<file path="src/rtl/median_sort_pipe.sv">
// median_sort_pipe
//   Pipelined odd-even transposition sorter for N samples of WIDTH bits.
//   Every compare-exchange stage is registered together with a valid bit.
//   One global advance signal moves the whole pipeline, so bubbles are
//   carried through rather than compressed. The output is the last stage
//   register, and the median is a fixed slice of it.
//
// Parameters
//   WIDTH   bits per sample
//   N       samples per vector (2..16)
//   SIGNED  0 = unsigned compare, 1 = two's-complement compare
//
// Ports
//   clk        rising-edge clock
//   rst        asynchronous active-high reset; clears all data and valid bits
//   in_valid   data_in carries a vector
//   in_ready   vector accepted this cycle if in_valid (= advance)
//   data_in    sample i at [i*WIDTH +: WIDTH]
//   out_valid  sort_out / median valid
//   out_ready  consumer takes the output this cycle
//   sort_out   ascending, smallest at [0 +: WIDTH]
//   median     sorted element (N-1)/2 (lower median for even N)
//   busy       some stage holds a valid vector
module median_sort_pipe #(
  parameter int WIDTH  = 32,
  parameter int N      = 5,
  parameter int SIGNED = 0
) (
  input  logic                 clk,
  input  logic                 rst,
  input  logic                 in_valid,
  output logic                 in_ready,
  input  logic [N*WIDTH-1:0]   data_in,
  output logic                 out_valid,
  input  logic                 out_ready,
  output logic [N*WIDTH-1:0]   sort_out,
  output logic [WIDTH-1:0]     median,
  output logic                 busy
);

  logic [N*WIDTH-1:0] r_data [N];
  logic [N-1:0]       r_vld;

  logic [N*WIDTH-1:0] w_stage_in  [N];
  logic [N*WIDTH-1:0] w_stage_out [N];
  logic               w_advance;

  // True when a must move above b. Equal values never swap.
  function automatic logic f_gt(input logic [WIDTH-1:0] a, input logic [WIDTH-1:0] b);
    if (SIGNED != 0) f_gt = ($signed(a) > $signed(b));
    else             f_gt = (a > b);
  endfunction

  always_comb begin
    w_stage_in[0] = data_in;
    for (int unsigned s = 1; s < N; s++) begin
      w_stage_in[s] = r_data[s-1];
    end
  end

  // Stage s pairs (s%2, s%2+1), (s%2+2, s%2+3), ... ; an unpaired top
  // element simply passes through via the default copy.
  always_comb begin
    for (int unsigned s = 0; s < N; s++) begin
      w_stage_out[s] = w_stage_in[s];
      for (int unsigned i = s % 2; i + 1 < N; i += 2) begin
        if (f_gt(w_stage_in[s][i*WIDTH +: WIDTH], w_stage_in[s][(i+1)*WIDTH +: WIDTH])) begin
          w_stage_out[s][i*WIDTH +: WIDTH]     = w_stage_in[s][(i+1)*WIDTH +: WIDTH];
          w_stage_out[s][(i+1)*WIDTH +: WIDTH] = w_stage_in[s][i*WIDTH +: WIDTH];
        end
      end
    end
  end

  assign w_advance = !r_vld[N-1] || out_ready;

  always_ff @(posedge clk or posedge rst) begin
    if (rst) begin
      for (int unsigned s = 0; s < N; s++) begin
        r_data[s] <= '0;
      end
      r_vld <= '0;
    end else if (w_advance) begin
      for (int unsigned s = 0; s < N; s++) begin
        r_data[s] <= w_stage_out[s];
      end
      r_vld <= {r_vld[N-2:0], in_valid};
    end
  end

  assign in_ready  = w_advance;
  assign out_valid = r_vld[N-1];
  assign sort_out  = r_data[N-1];
  assign median    = r_data[N-1][((N-1)/2)*WIDTH +: WIDTH];
  assign busy      = |r_vld;

endmodule

</file>
<file path="config.mk">
export PLATFORM = sky130hd
export DESIGN_NAME = median_sort_pipe
export DESIGN_NICKNAME = d
export VERILOG_FILES = /design/src/rtl/median_sort_pipe.sv
export SDC_FILE = /design/constraint.sdc
export NUM_CORES = 2
export LEC_CHECK = 0
export ABC_AREA = 1
export BUFFER_PORTS_ARGS = -buffer_cell sky130_fd_sc_hd__buf_2
export CORE_UTILIZATION = 40
export CTS_CLUSTER_DIAMETER = 50
export DETAILED_ROUTE_END_ITERATION = 6
export PLACE_DENSITY_LB_ADDON = 0.1
export SLEW_MARGIN = 15
export SYNTH_ARGS = -nofsm -noshare
export SYNTH_HDL_FRONTEND = slang
export SYNTH_SLANG_ARGS = --single-unit
</file>
<file path="constraint.sdc">
create_clock -name clk -period 30.8 [get_ports clk]
set_input_delay 3.08 -clock clk [delete_from_list [all_inputs] [get_ports clk]]
set_output_delay 3.08 -clock clk [all_outputs]
set_load 0.01 [all_outputs]
</file>
==> flow_summary.yaml <==
final_layout:
  nFillCells: 12522
  fin_nets: 7116
  register_area_um2: 20100
  multi_input_area_um2: 22400
  final_util_pct: 44.4
  n_antenna_cell: 0
  drive_gt1_share_pct: 9.56
  area_growth_pct: 10.1
power:
  worst_ir_drop_vdd_mv: 0.0889
  p_per_area_nw_per_um2: 133
  p_leak_nw: 29.7
  p_total_mw: 7.09
global_route:
  busiest_layer: "met2"
  track_usage_pct: 25.4
  antenna_found_initial: 1
  use_met2_pct: 37.8
  grt_max_degree: 207
  grt_util_met1_pct: 37.4
  grt_first_pass_wirelength_mm: 241
  globalRoute.totalOverflow: 0
  met3_usage_pct: 3.51
  grt_pass1_vias: 39892
clock_network:
  insertion_delay_ns: 0.71
  cts_tree: "yes"
  ctsHtreeMaxLevel: 3
  cts_hold_buf: 0
  cts.sinks: 805
  clk_path_buf_depth: 3
  cts_resized: 0
  cts_root_buf: "clkbuf_16"
  clk_pin_slew_ns: 0.06
  postCtsSetupRepairBufs: 0
  numCtsBuffers: 111
synthesis:
  synth_nets: 7175
  ys_seq_elements: 805
  yosysSeqAreaShare_pct: 41.6
  synth_area_per_cell_um2: 7.24
  synth_top_area_cell: "dfrtp_1"
  synth_ff_type: "dfrtp_1"
  netlist_area_um2: 48400
  synthCells: 6691
  synthMostInstantiatedCell: "nand2_1"
  synth_common_cells: "2525 x nand2_1, 1283 x nand3_1, 805 x dfrtp_1"
  ys_types: 25
  synth_edf_count: 0
  ys_top_cells_by_area: "dfrtp_1 42%, nand2_1 20%, nand3_1 13%, ha_1 8.3%, inv_1 5.6%"
  synth_top_area_share_pct: 41.6
  yosys_warnings: 0
  async_flop_share_pct: 100
worst_setup_path:
  r2r_slack_ns: 26.23
  arrival_ns: 4.50
  max_stage_delay_ns: 0.50
  worstReg2RegStart: "r_vld[4]"
  cpMostUsedCell: "buf_2"
  cp_slowest_cell: "buf_4"
  critPathKind: "in2out"
  reg2reg_to: "r_data[503]"
  crit_required_ns: 27.72
  cp_cell_sequence: "buf_2, nor2_4, buf_4, inv_8, buf_2"
  endpoint: "in_ready"
  worstSetupStartpoint: "out_ready"
  critPathCaptureType: "primary output"
  startpoint_type: "input pin"
  critPathMaxFanout: 121
  r2r_cells: 9
timing:
  rsz0062_at_grt: "no"
  finalSetupViolCount: 0
  fin_crit_ns: 7.58
  fin_crit_sh_pct: 24.6
  skew_ns: 0.0217
  tightest_slew_ns: 1.15
  tns_ns: 0
  relSlewSlack_pct: 23.3
  drv_slew: 0
  hold_violations: 0
  fmax_ghz: 0.132
flow_run:
  maxCapViolCount: 0
placed_design:
  gp_congestion: 0.871
  io_buffers: 358
  dp_hpwl_mm: 112
detailed_routing:
  drt_iter0_markers: 3607
  routed_wl_mm: 155
  drc: 0
  vias: 42363
  drtPass1Iterations: 6
  final_antenna_net_count: 0
  routedWlPerCell_um: 18.6
  viasPerCell: 5.08
floorplanning:
  ioPinCount: 359
  core_area_um2: 120000
  rows: 127
  die_area_um2: 122000
  die_w_um: 350
  start_util_pct: 40.4
  die_y_um: 350
hold_path:
  min_path_type: "reg2reg"
run_status:
  status: "complete, no violations"
[power by group]
part / internal (mW) / total [mW] / leakage [nW] / switching [mW]
Clock: 0.809 / 1.33 / 1.88 / 0.522
Sequential: 1.61 / 2.06 / 9.51 / 0.452
Combinational: 1.18 / 3.69 / 18.3 / 2.51
Total: 3.60 / 7.09 / 29.7 / 3.49
[kinds of logic (layout without fill, tap and decap cells)]
logic type	after synthesis	after routing	share of synthesized area [%]
simple gates	3968	3968	34.5
compound gates	307	307	3.30
buf+inv	1291	1326	12.3
fa+ha+maj	320	320	8.27
flops	805	805	41.6
[state kept, by name, summed over array words and instances (netlist names)]
signal,cells
r_data,640
r_vld,5
sort_out,160
[stage by stage]
step | cells | setup slack (ns) | hold slack (ns) | instance area, um2
2_1_floorplan | 6691 | 5.11 | 0.442 | 48400
3_3_place_gp | 8131 | 23.22 | 0.457 | 49400
3_5_place_dp | 8131 | 23.21 | 0.461 | 49400
4_1_cts | 8338 | 23.21 | 0.474 | 53300
5_1_grt | 8338 | 23.11 | 0.483 | 53300
6_report | 8338 | 23.22 | 0.472 | 53300
[per-layer routing]
| layer | vias to the layer above | part of all wire (%) |
|---|---|---|
| met5 | - | 0.0084 |
| met4 | 2 | 3.3 |
| met3 | 237 | 5.6 |
| met2 | 1185 | 43 |
| met1 | 19962 | 48 |
| li1 | 20977 | - |
[cell usage in the layout (no fill, tap or decap), drive strengths merged]
cell type,count
a21oi,132
nand4,22
inv,741
nand3,1303
clkbuf,140
or2,1
a21o,12
clkinvlp,10
nor2,110
nor3,2
buf,398
nand3b,1
ha,320
bufinv,11
nor4,1
clkinv,26
dfrtp,805
nand2,2528
o21a,13
o21ai,150
[layout make-up]
cell class              instances  area share, %
flip-flops and latches        805           37.8
clock inverters                67           1.49
multi-input cells            4595           42.0
clock buffers                 140           5.77
well taps                    1612           3.78
inverters                     721           5.10
repair buffers                398           4.02
[how the worst min path moves through the flow]
stage	from	to	cells after the start	slack, ns
2_1_floorplan	r_data[288]	sort_out[128]	2	0.44
3_3_place_gp	sort_out[34]	sort_out[34]	2	0.46
3_5_place_dp	sort_out[18]	sort_out[18]	2	0.46
4_1_cts	r_data[292]	sort_out[132]	2	0.47
5_1_grt	sort_out[18]	sort_out[18]	2	0.48
6_report	sort_out[14]	sort_out[14]	2	0.47
[worst max-delay path: cells and delay by family]
family / cells / cell delay, ns
buffers and inverters: 4 / 1.24
and+or+nand+nor: 1 / 0.08
Power figures use the tool's default switching activity.
